<file path="src/rtl/data_mem_ctrl_if.sv">
// Bus bundle between the execute stage, the data memory and data_mem_ctrl.
// The slave modport is the controller's view; the master modport is the
// view of the surrounding core and memory.
interface data_mem_ctrl_if #(
    parameter int unsigned ADDR_W = 32
) ();
    // Core request side
    logic              req_valid;
    logic              req_write;
    logic [ADDR_W-1:0] req_addr;
    logic [31:0]       req_wdata;
    logic [1:0]        store_op;
    logic [2:0]        read_op;
    logic              stall;
    logic              done;
    logic              misalign;

    // Memory side
    logic              mem_req;
    logic              mem_we;
    logic [ADDR_W-1:0] mem_addr;
    logic [31:0]       mem_wdata;
    logic [3:0]        mem_be;
    logic              mem_ready;
    logic              mem_rvalid;
    logic [31:0]       mem_rdata;

    // Load result towards the alignment/sign-extension mux
    logic [31:0]       rd_data;
    logic [1:0]        rd_addr;
    logic [2:0]        rd_op;

    modport slave (
        input  req_valid, req_write, req_addr, req_wdata, store_op, read_op,
        input  mem_ready, mem_rvalid, mem_rdata,
        output stall, done, misalign,
        output mem_req, mem_we, mem_addr, mem_wdata, mem_be,
        output rd_data, rd_addr, rd_op
    );

    modport master (
        output req_valid, req_write, req_addr, req_wdata, store_op, read_op,
        output mem_ready, mem_rvalid, mem_rdata,
        input  stall, done, misalign,
        input  mem_req, mem_we, mem_addr, mem_wdata, mem_be,
        input  rd_data, rd_addr, rd_op
    );
endinterface

</file>
<file path="src/rtl/data_mem_ctrl.sv">
// Multi-cycle data-memory access controller. Takes one load/store from the
// execute stage, issues it to a valid/ready memory and stalls the core until
// the access completes. store_op gives the access size for loads as well as
// stores, so it also drives misalignment detection for loads.
module data_mem_ctrl #(
    parameter int unsigned ADDR_W = 32
) (
    input logic            clk,
    input logic            rst_n,
    data_mem_ctrl_if.slave bus_io
);

    typedef enum logic [1:0] {StIdle, StReq, StResp, StDone} state_e;

    state_e            state_q, state_d;
    logic [ADDR_W-1:0] addr_q;
    logic              we_q;
    logic [31:0]       wdata_q;
    logic [3:0]        be_q;
    logic [1:0]        off_q;
    logic [2:0]        op_q;
    logic              mis_q, mis_d;
    logic [31:0]       rd_data_q;
    logic [1:0]        rd_addr_q;
    logic [2:0]        rd_op_q;

    logic              latch_req;
    logic              capture_rd;
    logic              req_mis;
    logic [3:0]        req_be;
    logic [31:0]       req_wdata_rep;

    // Decode the incoming request: lane enables, replicated data, alignment.
    always_comb begin
        req_mis       = 1'b0;
        req_be        = 4'b1111;
        req_wdata_rep = bus_io.req_wdata;
        case (bus_io.store_op)
            2'b00: begin
                req_be        = 4'b0001 << bus_io.req_addr[1:0];
                req_wdata_rep = {4{bus_io.req_wdata[7:0]}};
            end
            2'b01: begin
                req_mis       = bus_io.req_addr[0];
                req_be        = bus_io.req_addr[1] ? 4'b1100 : 4'b0011;
                req_wdata_rep = {2{bus_io.req_wdata[15:0]}};
            end
            default: begin
                // Word and reserved encodings both behave as a word access.
                req_mis = |bus_io.req_addr[1:0];
            end
        endcase
        if (!bus_io.req_write) begin
            req_be = 4'b1111;
        end
    end

    // Next-state logic and single-cycle control strobes.
    always_comb begin
        state_d    = state_q;
        mis_d      = 1'b0;
        latch_req  = 1'b0;
        capture_rd = 1'b0;
        case (state_q)
            StIdle: begin
                if (bus_io.req_valid) begin
                    if (req_mis) begin
                        // No memory traffic: report the fault and finish.
                        mis_d   = 1'b1;
                        state_d = StDone;
                    end else begin
                        latch_req = 1'b1;
                        state_d   = StReq;
                    end
                end
            end
            StReq: begin
                if (bus_io.mem_ready) begin
                    state_d = we_q ? StDone : StResp;
                end
            end
            StResp: begin
                if (bus_io.mem_rvalid) begin
                    capture_rd = 1'b1;
                    state_d    = StDone;
                end
            end
            StDone: begin
                state_d = StIdle;
            end
            default: begin
                state_d = StIdle;
            end
        endcase
    end

    // State register; a reset abandons any access in flight.
    always_ff @(posedge clk or negedge rst_n) begin
        if (!rst_n) begin
            state_q <= StIdle;
            mis_q   <= 1'b0;
        end else begin
            state_q <= state_d;
            mis_q   <= mis_d;
        end
    end

    // Request registers hold the mem_* outputs stable across the handshake.
    always_ff @(posedge clk or negedge rst_n) begin
        if (!rst_n) begin
            addr_q  <= '0;
            we_q    <= 1'b0;
            wdata_q <= '0;
            be_q    <= '0;
            off_q   <= '0;
            op_q    <= '0;
        end else if (latch_req) begin
            addr_q  <= {bus_io.req_addr[ADDR_W-1:2], 2'b00};
            we_q    <= bus_io.req_write;
            wdata_q <= req_wdata_rep;
            be_q    <= req_be;
            off_q   <= bus_io.req_addr[1:0];
            op_q    <= bus_io.read_op;
        end
    end

    // Load result registers only move when a load actually returns data.
    always_ff @(posedge clk or negedge rst_n) begin
        if (!rst_n) begin
            rd_data_q <= '0;
            rd_addr_q <= '0;
            rd_op_q   <= '0;
        end else if (capture_rd) begin
            rd_data_q <= bus_io.mem_rdata;
            rd_addr_q <= off_q;
            rd_op_q   <= op_q;
        end
    end

    // Output drive.
    always_comb begin
        bus_io.mem_req   = (state_q == StReq);
        bus_io.mem_we    = we_q;
        bus_io.mem_addr  = addr_q;
        bus_io.mem_wdata = wdata_q;
        bus_io.mem_be    = be_q;
        bus_io.done      = (state_q == StDone);
        bus_io.misalign  = mis_q;
        bus_io.stall     = bus_io.req_valid & (state_q != StDone);
        bus_io.rd_data   = rd_data_q;
        bus_io.rd_addr   = rd_addr_q;
        bus_io.rd_op     = rd_op_q;
    end

endmodule
</file>
<file path="src/flat_wrapper.sv">
// flat-port wrapper written by rule: the top's interface ports become plain ports
module data_mem_ctrl_flat 
#(
    parameter int unsigned ADDR_W = 32
)
  (clk, rst_n, bus_io_req_valid, bus_io_req_write, bus_io_req_addr, bus_io_req_wdata, bus_io_store_op, bus_io_read_op, bus_io_mem_ready, bus_io_mem_rvalid, bus_io_mem_rdata, bus_io_stall, bus_io_done, bus_io_misalign, bus_io_mem_req, bus_io_mem_we, bus_io_mem_addr, bus_io_mem_wdata, bus_io_mem_be, bus_io_rd_data, bus_io_rd_addr, bus_io_rd_op);
  data_mem_ctrl_if #(.ADDR_W(ADDR_W)) bus_io_i ();
  input logic clk;
  input logic rst_n;
  input wire logic [$bits(bus_io_i.req_valid)-1:0] bus_io_req_valid;
  input wire logic [$bits(bus_io_i.req_write)-1:0] bus_io_req_write;
  input wire logic [$bits(bus_io_i.req_addr)-1:0] bus_io_req_addr;
  input wire logic [$bits(bus_io_i.req_wdata)-1:0] bus_io_req_wdata;
  input wire logic [$bits(bus_io_i.store_op)-1:0] bus_io_store_op;
  input wire logic [$bits(bus_io_i.read_op)-1:0] bus_io_read_op;
  input wire logic [$bits(bus_io_i.mem_ready)-1:0] bus_io_mem_ready;
  input wire logic [$bits(bus_io_i.mem_rvalid)-1:0] bus_io_mem_rvalid;
  input wire logic [$bits(bus_io_i.mem_rdata)-1:0] bus_io_mem_rdata;
  output wire logic [$bits(bus_io_i.stall)-1:0] bus_io_stall;
  output wire logic [$bits(bus_io_i.done)-1:0] bus_io_done;
  output wire logic [$bits(bus_io_i.misalign)-1:0] bus_io_misalign;
  output wire logic [$bits(bus_io_i.mem_req)-1:0] bus_io_mem_req;
  output wire logic [$bits(bus_io_i.mem_we)-1:0] bus_io_mem_we;
  output wire logic [$bits(bus_io_i.mem_addr)-1:0] bus_io_mem_addr;
  output wire logic [$bits(bus_io_i.mem_wdata)-1:0] bus_io_mem_wdata;
  output wire logic [$bits(bus_io_i.mem_be)-1:0] bus_io_mem_be;
  output wire logic [$bits(bus_io_i.rd_data)-1:0] bus_io_rd_data;
  output wire logic [$bits(bus_io_i.rd_addr)-1:0] bus_io_rd_addr;
  output wire logic [$bits(bus_io_i.rd_op)-1:0] bus_io_rd_op;
  assign bus_io_i.req_valid = bus_io_req_valid;
  assign bus_io_i.req_write = bus_io_req_write;
  assign bus_io_i.req_addr = bus_io_req_addr;
  assign bus_io_i.req_wdata = bus_io_req_wdata;
  assign bus_io_i.store_op = bus_io_store_op;
  assign bus_io_i.read_op = bus_io_read_op;
  assign bus_io_i.mem_ready = bus_io_mem_ready;
  assign bus_io_i.mem_rvalid = bus_io_mem_rvalid;
  assign bus_io_i.mem_rdata = bus_io_mem_rdata;
  assign bus_io_stall = bus_io_i.stall;
  assign bus_io_done = bus_io_i.done;
  assign bus_io_misalign = bus_io_i.misalign;
  assign bus_io_mem_req = bus_io_i.mem_req;
  assign bus_io_mem_we = bus_io_i.mem_we;
  assign bus_io_mem_addr = bus_io_i.mem_addr;
  assign bus_io_mem_wdata = bus_io_i.mem_wdata;
  assign bus_io_mem_be = bus_io_i.mem_be;
  assign bus_io_rd_data = bus_io_i.rd_data;
  assign bus_io_rd_addr = bus_io_i.rd_addr;
  assign bus_io_rd_op = bus_io_i.rd_op;
  data_mem_ctrl #(.ADDR_W(ADDR_W)) u_core (.clk(clk), .rst_n(rst_n), .bus_io(bus_io_i));
endmodule
</file>
<file path="config.mk">
export PLATFORM = sky130hd
export DESIGN_NAME = data_mem_ctrl_flat
export DESIGN_NICKNAME = d
export VERILOG_FILES = /design/src/rtl/data_mem_ctrl_if.sv /design/src/rtl/data_mem_ctrl.sv /design/src/flat_wrapper.sv
export SDC_FILE = /design/constraint.sdc
export NUM_CORES = 1
export LEC_CHECK = 0
export CORE_MARGIN = 8
export CORE_UTILIZATION = 47
export CTS_BUF_LIST = sky130_fd_sc_hd__clkbuf_4 sky130_fd_sc_hd__clkbuf_8
export DETAILED_ROUTE_END_ITERATION = 12
export PLACE_DENSITY = 0.95
export SYNTH_ARGS = -nofsm -noshare
export SYNTH_HDL_FRONTEND = slang
export SYNTH_SLANG_ARGS = --single-unit
</file>
<file path="constraint.sdc">
create_clock -name clk -period 3.14 [get_ports clk]
set_clock_uncertainty 0.2 [all_clocks]
set_input_delay 0.628 -clock clk [delete_from_list [all_inputs] [get_ports clk]]
set_output_delay 0.628 -clock clk [all_outputs]
set_load 0.01 [all_outputs]
</file>
# Yosys cells after proc, flatten, opt, wreduce, memory -nomap -nowiden
# Cells that the tools add are included.
op_classes:
  n_addsub: 0
  mul: 0
  n_div: 0
  n_shift: 1
  reduce_logical: 4
  mux: 19
  n_lt_le_gt_ge: 0
  n_eq_ne: 8
  n_bitwise: 1
ops:
  columns: ["operator", "n"]
  rows:
  - ["32-bit one-hot mux with 2 select lines", 1]
  - ["1-bit two-way mux", 9]
  - ["2-bit two-way mux", 4]
  - ["4-bit two-way mux", 2]
  - ["2-bit != test (second input constant)", 4]
  - ["2-bit one-hot mux with 4 select lines", 1]
  - ["4-bit one-hot mux with 2 select lines", 1]
  - ["2-bit by 1-bit == test with 1-bit output (second input constant)", 2]
  - ["2-bit == test (second input constant)", 2]
  - ["2-bit logical NOT", 2]
  - ["1-bit by 2-bit << shifter with 4-bit output (first input constant)", 1]
  - ["3-bit AND reduction", 1]
  - ["1-bit one-hot mux with 2 select lines", 1]
  - ["2-bit OR reduction", 1]
  - ["1-bit bitwise AND", 1]
totals:
  in_bits: 107
  ram_bits: 0
  elab_cells: 44
  latch_bits: 0
  ff_bits: 112
  out_inout_bits: 110
  n_memories: 0
  mem_bits_ro: 0

# Longest topological paths before layout
# Gate-level depths: netlist (run 1).
depth:
  depth_word: 5
  ltp_mapped: 7
  mapped_depth_nobuf: 5

# Worst setup path before layout (run 1)
# OpenSTA, ideal clock, no wires.
synth_timing:
  kind: "input-to-reg"
  from: "input port bus_io_store_op[1]"
  to: "register u_core.wdata_q[20], in the netlist u_core.bus_io.mem_wdata[20]"
  arrival_ns: 1.644
  path_stages: 4
  setup_ns: 0.125
  slack_ns: 1.171
  n_path_buf: 2
  required_ns: 2.815
  cell_sequence: "buf_6 > clkbuf_1 > mux2_2 > mux2_4"
synth_between:
  elab_chain_len: 5
  word_cells_on_any_way: 7
  classes_between: "1 x eq/ne; 5 x mux; 1 x reduce/logical"
synth_lines:
  columns: ["item", "line_no", "text"]
  rows:
  - ["from (decl)", "flat_wrapper.sv:14", "input wire logic [$bits(bus_io_i.store_op)-1:0] bus_io_store_op;"]
  - ["2-bit by 1-bit == test with 1-bit output or 2-bit logical NOT (tied branches)", "data_mem_ctrl.sv:38", "case (bus_io.store_op)"]
  - ["1-bit one-hot mux with 2 select lines", "data_mem_ctrl.sv:38", null]
  - ["1-bit two-way mux", "data_mem_ctrl.sv:67", "if (req_mis) begin"]
  - ["1-bit two-way mux", "data_mem_ctrl.sv:66", "if (bus_io.req_valid) begin"]
  - ["1-bit two-way mux", "data_mem_ctrl.sv:64", "case (state_q)"]
  - ["to (signal assigned)", "data_mem_ctrl.sv:120", "wdata_q <= req_wdata_rep;"]
  - ["to (decl)", "data_mem_ctrl.sv:18", "logic [31:0] wdata_q;"]
# Parallel ways exist; a longest one is shown, timed or not.
# A chain may end at the register's enable or synchronous reset.

# Worst setup path after layout (run 1)
layout_timing:
  from: "input port bus_io_req_valid"
  to: "output port bus_io_stall"
layout_between:
  elab_chain_len: 1
layout_lines:
  columns: ["item", "line_no", "text"]
  rows:
  - ["from (decl)", "flat_wrapper.sv:10", "input wire logic [$bits(bus_io_i.req_valid)-1:0] bus_io_req_valid;"]
  - ["1-bit bitwise AND", "data_mem_ctrl.sv:149", "bus_io.stall = bus_io.req_valid & (state_q != StDone);"]
  - ["to (decl)", "flat_wrapper.sv:19", "output wire logic [$bits(bus_io_i.stall)-1:0] bus_io_stall;"]
# No other way between the ends.

==> results of run 1 <==
==> cell usage after synthesis (all sizes together) <==
master and number:
nand2 10, a21oi 1, o2111ai 1, conb 1, clkbuf 2, a31oi 1
a211oi 2, nor2b 3, or2b 1, nor2 3, nand2b 2, and3 1
mux2 125, mux2i 8, nor3 2, dfrtp 112, inv 3, ha 5
o21a 1, o22ai 1, o21bai 1, buf 15, o21ai 12
==> state kept, by name (all words and copies together) (netlist names) <==
| signal | count |
|---|---|
| u_core.bus_io.misalign | 1 |
| u_core.bus_io.mem_we | 1 |
| u_core.bus_io.mem_wdata | 32 |
| u_core.op_q | 3 |
| u_core.state_q | 2 |
| u_core.bus_io.mem_be | 4 |
| u_core.bus_io.rd_op | 3 |
| u_core.bus_io.mem_addr | 30 |
| u_core.off_q | 2 |
| u_core.bus_io.rd_addr | 2 |
| u_core.bus_io.rd_data | 32 |
==> final cells by class <==
class / count / area share, %
flip-flops and latches: 112 / 37.58
repair buffers: 221 / 29.73
multi-input cells: 182 / 27.60
well taps: 140 / 2.349
clock buffers: 9 / 1.661
clock inverters: 6 / 0.9228
inverters: 3 / 0.1510
==> placed cells by master, fill, tap and decap left out, types with 3 or more instances in the layout <==
master           instances
mux2i_1                  8
nand2_1                 10
buf_4                    6
inv_1                    3
clkdlybuf4s50_1        213
mux2_2                  55
mux2_4                  70
nor2b_1                  3
ha_1                     5
o21ai_0                 12
dfrtp_1                112
clkbuf_8                 9
==> where the power goes <==
| group | switching, µW | internal [µW] | leakage, µW |
|---|---|---|---|
| Combinational | 1190 | 2260 | 0.00195 |
| Clock | 478 | 369 | 0.0000957 |
| Sequential | 452 | 2170 | 0.00133 |
==> per-layer routing <==
metal	part of all wire [%]	wire, µm
met1	41	5588
met2	50	6823
met3	7.5	1022
met4	1.5	203
met5	0	0
==> cell families after synthesis <==
| kind of cell | count (synthesis) | share of synthesized area [%] |
|---|---|---|
| buffers and inverters | 20 | 4.276 |
| DFF | 112 | 55.36 |
| adders and majority gates | 5 | 1.236 |
| AOI/OAI and AO/OA | 20 | 2.373 |
| and+or+nand+nor | 22 | 2.101 |
| muxes | 133 | 34.58 |
| other | 1 | 0.07408 |
==> worst reg2reg max path, cell delays in order (launching register included) <==
cell      delay (ns)
dfrtp_1         0.48
inv_1           0.13
ha_1            0.28
nand2_1         0.14
o21bai_4        0.16
buf_12          0.29
mux2_4          0.40
==> worst max path at each step <==
stage / depth (start not counted) / slack (ns) / end / from
after floorplan: 4 / 1.17 / u_core.bus_io.mem_wdata[20]$_DFFE_PN0P_ / bus_io_store_op[1]
after global placement: 3 / 0.51 / bus_io_stall / bus_io_req_valid
after detailed placement: 3 / 0.52 / bus_io_stall / bus_io_req_valid
after CTS: 3 / 0.52 / bus_io_stall / bus_io_req_valid
after global routing: 3 / 0.49 / bus_io_stall / bus_io_req_valid
final: 3 / 0.52 / bus_io_stall / bus_io_req_valid
==> metrics by stage <==
| step | hold slack (ns) | total power, µW |
|---|---|---|
| final | 0.08215 | 6909 |
| after global placement | 0.2865 | 5957 |
| after CTS | 0.1028 | 6988 |
| after floorplan | 0.1324 | 4227 |
| after global routing | 0.1214 | 7272 |
| after detailed placement | 0.2906 | 6114 |
==> results.md, run 1 <==
* Status: finished, final reports clean
* GP Congestion at 0.8029
* Share of the synthesized area in the top cell type at 55.36%
* First DRT Iteration DRCs at 162
* Dpl cell area at 7264 µm²
* Total routing usage reported by global routing at about a fifth
* Vias at 3373
* Final Cell Area at 7457 µm²
* Hold Crit Class: in -> async
* Avg Inst Size Synth at about 16 µm²
* DR pass1 iterations at 4
* Clock Sinks at 112
* Critical Path RT at roughly 2.3 ns
* Post-CTS resize count at 0
* Pin count of the biggest net entering global routing at 61
* Clk_lat worst skew at 0.36 ns
* Cell taking the most area after synthesis: dfrtp_1
* Max-slew headroom at 54.73%
* Remaining routing DRC violations at 0
* Pre-CTS WS at 0.5222 ns
* Worst Setup Slack, final at 0.5233 ns
* Slowest CP cell: clkdlybuf4s50_1
* Chip Width at between 100 and 150 µm
* Top cell by count, worst path: clkdlybuf4s50_1
* DR vias/cell at 5.012
* Filler instances at 715
* Yosys warns at 0
* RSZ-0062 raised after global routing: false
* Initial antenna violation count at 0
* Root Buffer Master: clkbuf_8
* Dpl hpwl at 10630 µm
* Cell family with most CP delay: buffers and inverters
* Post-DR wirelength/cell at a little over 20 µm
* PortBufs at roughly 210
* Max Clk Rate at 382.2 MHz
* P per Cell Area at 926.5 nW/µm²
* Vias in the first global route at 3872
* GR Util met1 at 21.80%
* Yosys reg bits at 112
* Max Root-Sink Buffers at 2
* R2r setup slk at between 0.9 and 1 ns
* Post-route ant nets at 0
* Clock slew at reported path FFs at 0.11 ns
* Worst-margin pin slew at 0.6790 ns
* Busiest grt layer: met2
* Peak per-stage delay on the critical path at 0.54 ns
* Non-Filler Instances at 673
* Buf/Inv on CP at 2
* Post-CTS Hold Buffers at 0
* Grt met3 use at 6.341%
* Worst-path fanout max at 3
* Synth area leaders: dfrtp_1 55%, mux2_4 21%, mux2_2 12%
* Final Hold Fails at 0
* Max Transition Viols Final at 0
* Multi-input gate area at 2058 µm²
* Final core utilization at a little over two thirds
* Leakage at between 0.003 and 0.004 µW
* TritonCTS clock tree: yes
* First-pass GRT wire length at 21500 µm
* Distinct cells, synth at 28
* Core box area at roughly 11000 µm²
* Sequential area share after synthesis at between 50% and 60%
* N_diodes at 0
* Max-Cap Viols at 0
* Startpoint types: input pin
* Total die area at 14350 µm²
* Post-Place Cells at 658
* Min Tclk post-route at 2.617 ns
* Reg2reg end: u_core.bus_io.mem_addr[18]$_DFFE_PN0P_
* Met2 Track Usage GR at 32.24%
* Worst-case reg-to-reg path depth at 6
* Cell count after synthesis at 313
* Critical Path Sink Type: primary output
* TNS Setup at 0 ns
* Ratio of cells with drive above 1 in the final layout at 28.33%
* Part of the cycle the worst path needs at 83.33%
* Crit-path cells: clkdlybuf4s50_1, nor2b_1, clkdlybuf4s50_1
* Rows at 38
* Final nets at 641
* Area grow syn2layout at 47.31%
* Drt total wl at 13640 µm
* DIE HEIGHT at 119.8 µm
* Remaining Overflow, GRT at 0
* Total CTS buffers at 9
* Max VDD drop at 0.4936 mV
* Setup repair bufs after CTS at 0
* I/O pins at 217
* Post-Syn Area at 5062 µm²
* Critical path type: in -> out
* Starting density of the core at 47.32%
* H-tree depth at 3
* CP arrival at 1.79 ns
* Reg-to-reg critical path startpoint: u_core.state_q[0]$_DFFE_PN0P_
* Register area at 2803 µm²
* Setup Viol. Count Final at 0
(Power assumes the default switching activity.)
==> run 2, diff against run 1 <==
- CORE_UTILIZATION: 47 -> 40
- PLACE_DENSITY: 0.95 -> 0.86
- clock period: 3.14 -> 2.13 ns (I/O delays scaled with it)
==> run 2 against run 1 <==
Net effect:
- sequential share of layout area fell by 1.1 points
- first-iteration DRC count fell by 24%
- sequential cell count did not move
- utilization fell by 8.0 points
- worst hold slack improved by 0.23 ns
- die area rose by 15%
- largest power group unchanged
- sequential power rose by 47%
- total power rose by 47%
- global-route usage fell by 2.7 points
- final area rose by 3.1%
- non-clock buffer count rose by 17
==> results.md, run 2 (synthesized netlist as in run 1, its figures left out) <==
* Vias in the first global route at 3810 (-1.6%)
* Worst-margin pin slew at 0.6185 ns (-0.06054 ns)
* Core box area at 12470 µm² (+17%)
* Max-slew headroom at 58.77% (+4.0 points)
* Worst Setup Slack, final at 0.09926 ns (-0.4241 ns)
* Startpoint types: flop
* Critical Path Sink Type: primary output
* Leakage at 0.003482 µW (+3.1%)
* Pre-CTS WS at -0.1892 ns (-0.7114 ns)
* Max Root-Sink Buffers at 2 (unchanged)
* Max-Cap Viols at 0 (unchanged)
* Buf/Inv on CP at 1 (-1)
* P per Cell Area at 1319 nW/µm² (+42%)
* Initial antenna violation count at 0 (unchanged)
* Worst-path fanout max at 6 (+3)
* Min Tclk post-route at between 2 and 2.5 ns
* Final Cell Area at 7686 µm² (+3.1%)
* Cell family with most CP delay: flip-flops
* First DRT Iteration DRCs at 123 (-24%)
* N_diodes at 0 (unchanged)
* Commonest non-fill, non-tap cell in the layout: clkdlybuf4s50_1
* Non-Filler Instances at 723 (+7.4%)
* Rows at 41 (+7.9%)
* Critical Path RT at 1.50 ns (-0.81 ns)
* Remaining routing DRC violations at 0 (unchanged)
* Dpl hpwl at 10250 µm (-3.6%)
* Max VDD drop at 0.6041 mV (+22%)
* Post-Place Cells at 706 (+7.3%)
* Post-route ant nets at 0 (unchanged)
* Dpl cell area at 7500 µm² (+3.2%)
* GP Congestion at 0.8066 (+0.46%)
* Clock Sinks at 112 (unchanged)
* Final nets at 658 (+2.7%)
* Vias at 3354 (-0.56%)
* Total CTS buffers at 9 (unchanged)
* DR vias/cell at 4.639 (-7.4%)
* Status: finished, final reports clean
* Total die area at 16510 µm² (+15%)
* DIE HEIGHT at 128.5 µm (+7.3%)
* Chip Width at 128.5 µm (+7.3%)
* TritonCTS clock tree: yes
* Setup repair bufs after CTS at 0 (unchanged)
* RSZ-0062 raised after global routing: false
* I/O pins at 217 (unchanged)
* Root Buffer Master: clkbuf_8
* Drt total wl at 13380 µm (-1.9%)
* Pin count of the biggest net entering global routing at 113 (+85%)
* Total routing usage reported by global routing at 16.10% (-2.7 points)
* PortBufs at 214 (unchanged)
* Part of the cycle the worst path needs at 95.34%
* Crit-path cells: ha_1, nor2b_1, clkdlybuf4s15_1
* Commonest non-fill, non-tap cells in the layout: 210 x clkdlybuf4s50_1, 111 x dfrtp_1, 70 x mux2_4
* Starting density of the core at 40.61% (-6.7 points)
* DR pass1 iterations at 4 (unchanged)
* Clock slew at reported path FFs at 0.10 ns (about the same)
* Peak per-stage delay on the critical path at 0.46 ns (-0.08 ns)
* Critical path type: reg -> out
* First-pass GRT wire length at 20900 µm (-2.8%)
* Ratio of cells with drive above 1 in the final layout at 30.67% (+2.3 points)
* Max Transition Viols Final at 0 (unchanged)
* Slowest CP cell: dfrtp_2
* H-tree depth at 3 (unchanged)
* Clk_lat worst skew at 0.36 ns (about the same)
* CP arrival at 1.40 ns (-0.39 ns)
* Setup Viol. Count Final at 0 (unchanged)
* Area grow syn2layout at 51.83%
* Final Hold Fails at 0 (unchanged)
* Remaining Overflow, GRT at 0 (unchanged)
* Final Total Pwr at 10140 µW (+47%)
* Post-DR wirelength/cell at 18.50 µm (-8.7%)
* Hold Crit Class: reg -> reg
* Max Clk Rate at just under 500 MHz
## run 2: path summary, 6_finish.rpt
kind	start	slack, ns	end	cells after the start
setup reg to reg	u_core.state_q[0]$_DFFE_PN0P_	0.15	u_core.bus_io.mem_addr[15]$_DFFE_PN0P_	7
setup / recovery	u_core.state_q[0]$_DFFE_PN0P_	0.1	bus_io_stall	3
max in group asynchronous	rst_n	0.77	u_core.bus_io.mem_wdata[24]$_DFFE_PN0P_	3
min in group asynchronous	rst_n	0.45	u_core.bus_io.rd_data[3]$_DFFE_PN0P_	3
hold / removal	u_core.bus_io.rd_data[3]$_DFFE_PN0P_	0.31	u_core.bus_io.rd_data[3]$_DFFE_PN0P_	1
hold reg to reg	u_core.bus_io.rd_data[3]$_DFFE_PN0P_	0.31	u_core.bus_io.rd_data[3]$_DFFE_PN0P_	1
## run 2: metrics by stage
| step | utilization [%] | hold WS [ns] | setup TNS (ns) |
|---|---|---|---|
| floorplan | - | -0.06959 | 0 |
| detailed placement | 60.16 | 0.2909 | -11.81 |
| finish | 61.66 | 0.3117 | 0 |
| global placement | 60.16 | 0.2845 | -6.645 |
| CTS | 61.65 | 0.3162 | 0 |
| global route | 61.66 | 0.3232 | 0 |
## run 2: routing by layer
layer | global-route usage, % | wire length [µm]
met4 | 5.529 | 191
met5 | 0 | 0
met1 | 18.92 | 5584
met2 | 26.52 | 6370
met3 | 6.123 | 1233
## run 2: where the power goes
group | internal, µW | total (µW) | switching [µW]
registers | 3190 | 3850 | 652
clock network | 468 | 1160 | 693
logic | 3400 | 5130 | 1730
## run 2: cell type report
type	instances	area, µm²
Clock buffer	12	146.4
Clock inverter	4	31.28
Fill cell	964	4780
Inverter	3	11.26
Multi-Input combinational cell	182	2058
Sequential cell	112	2804
Tap cell	172	215.2
Timing Repair Buffer	238	2420
## run 2: worst reg2reg max path, stage by stage (launching register included)
cell	delay, ns
dfrtp_2	0.46
inv_1	0.12
ha_1	0.17
nand2_1	0.08
o21bai_4	0.19
buf_12	0.16
buf_12	0.18
mux2_4	0.31
## run 2: repair_timing
item,CTS,global route
cloned,0,0
endpoints found under the setup margin,3,1
resized for setup,4,1
hold buffers,1,0
endpoints found under the hold margin,112,0
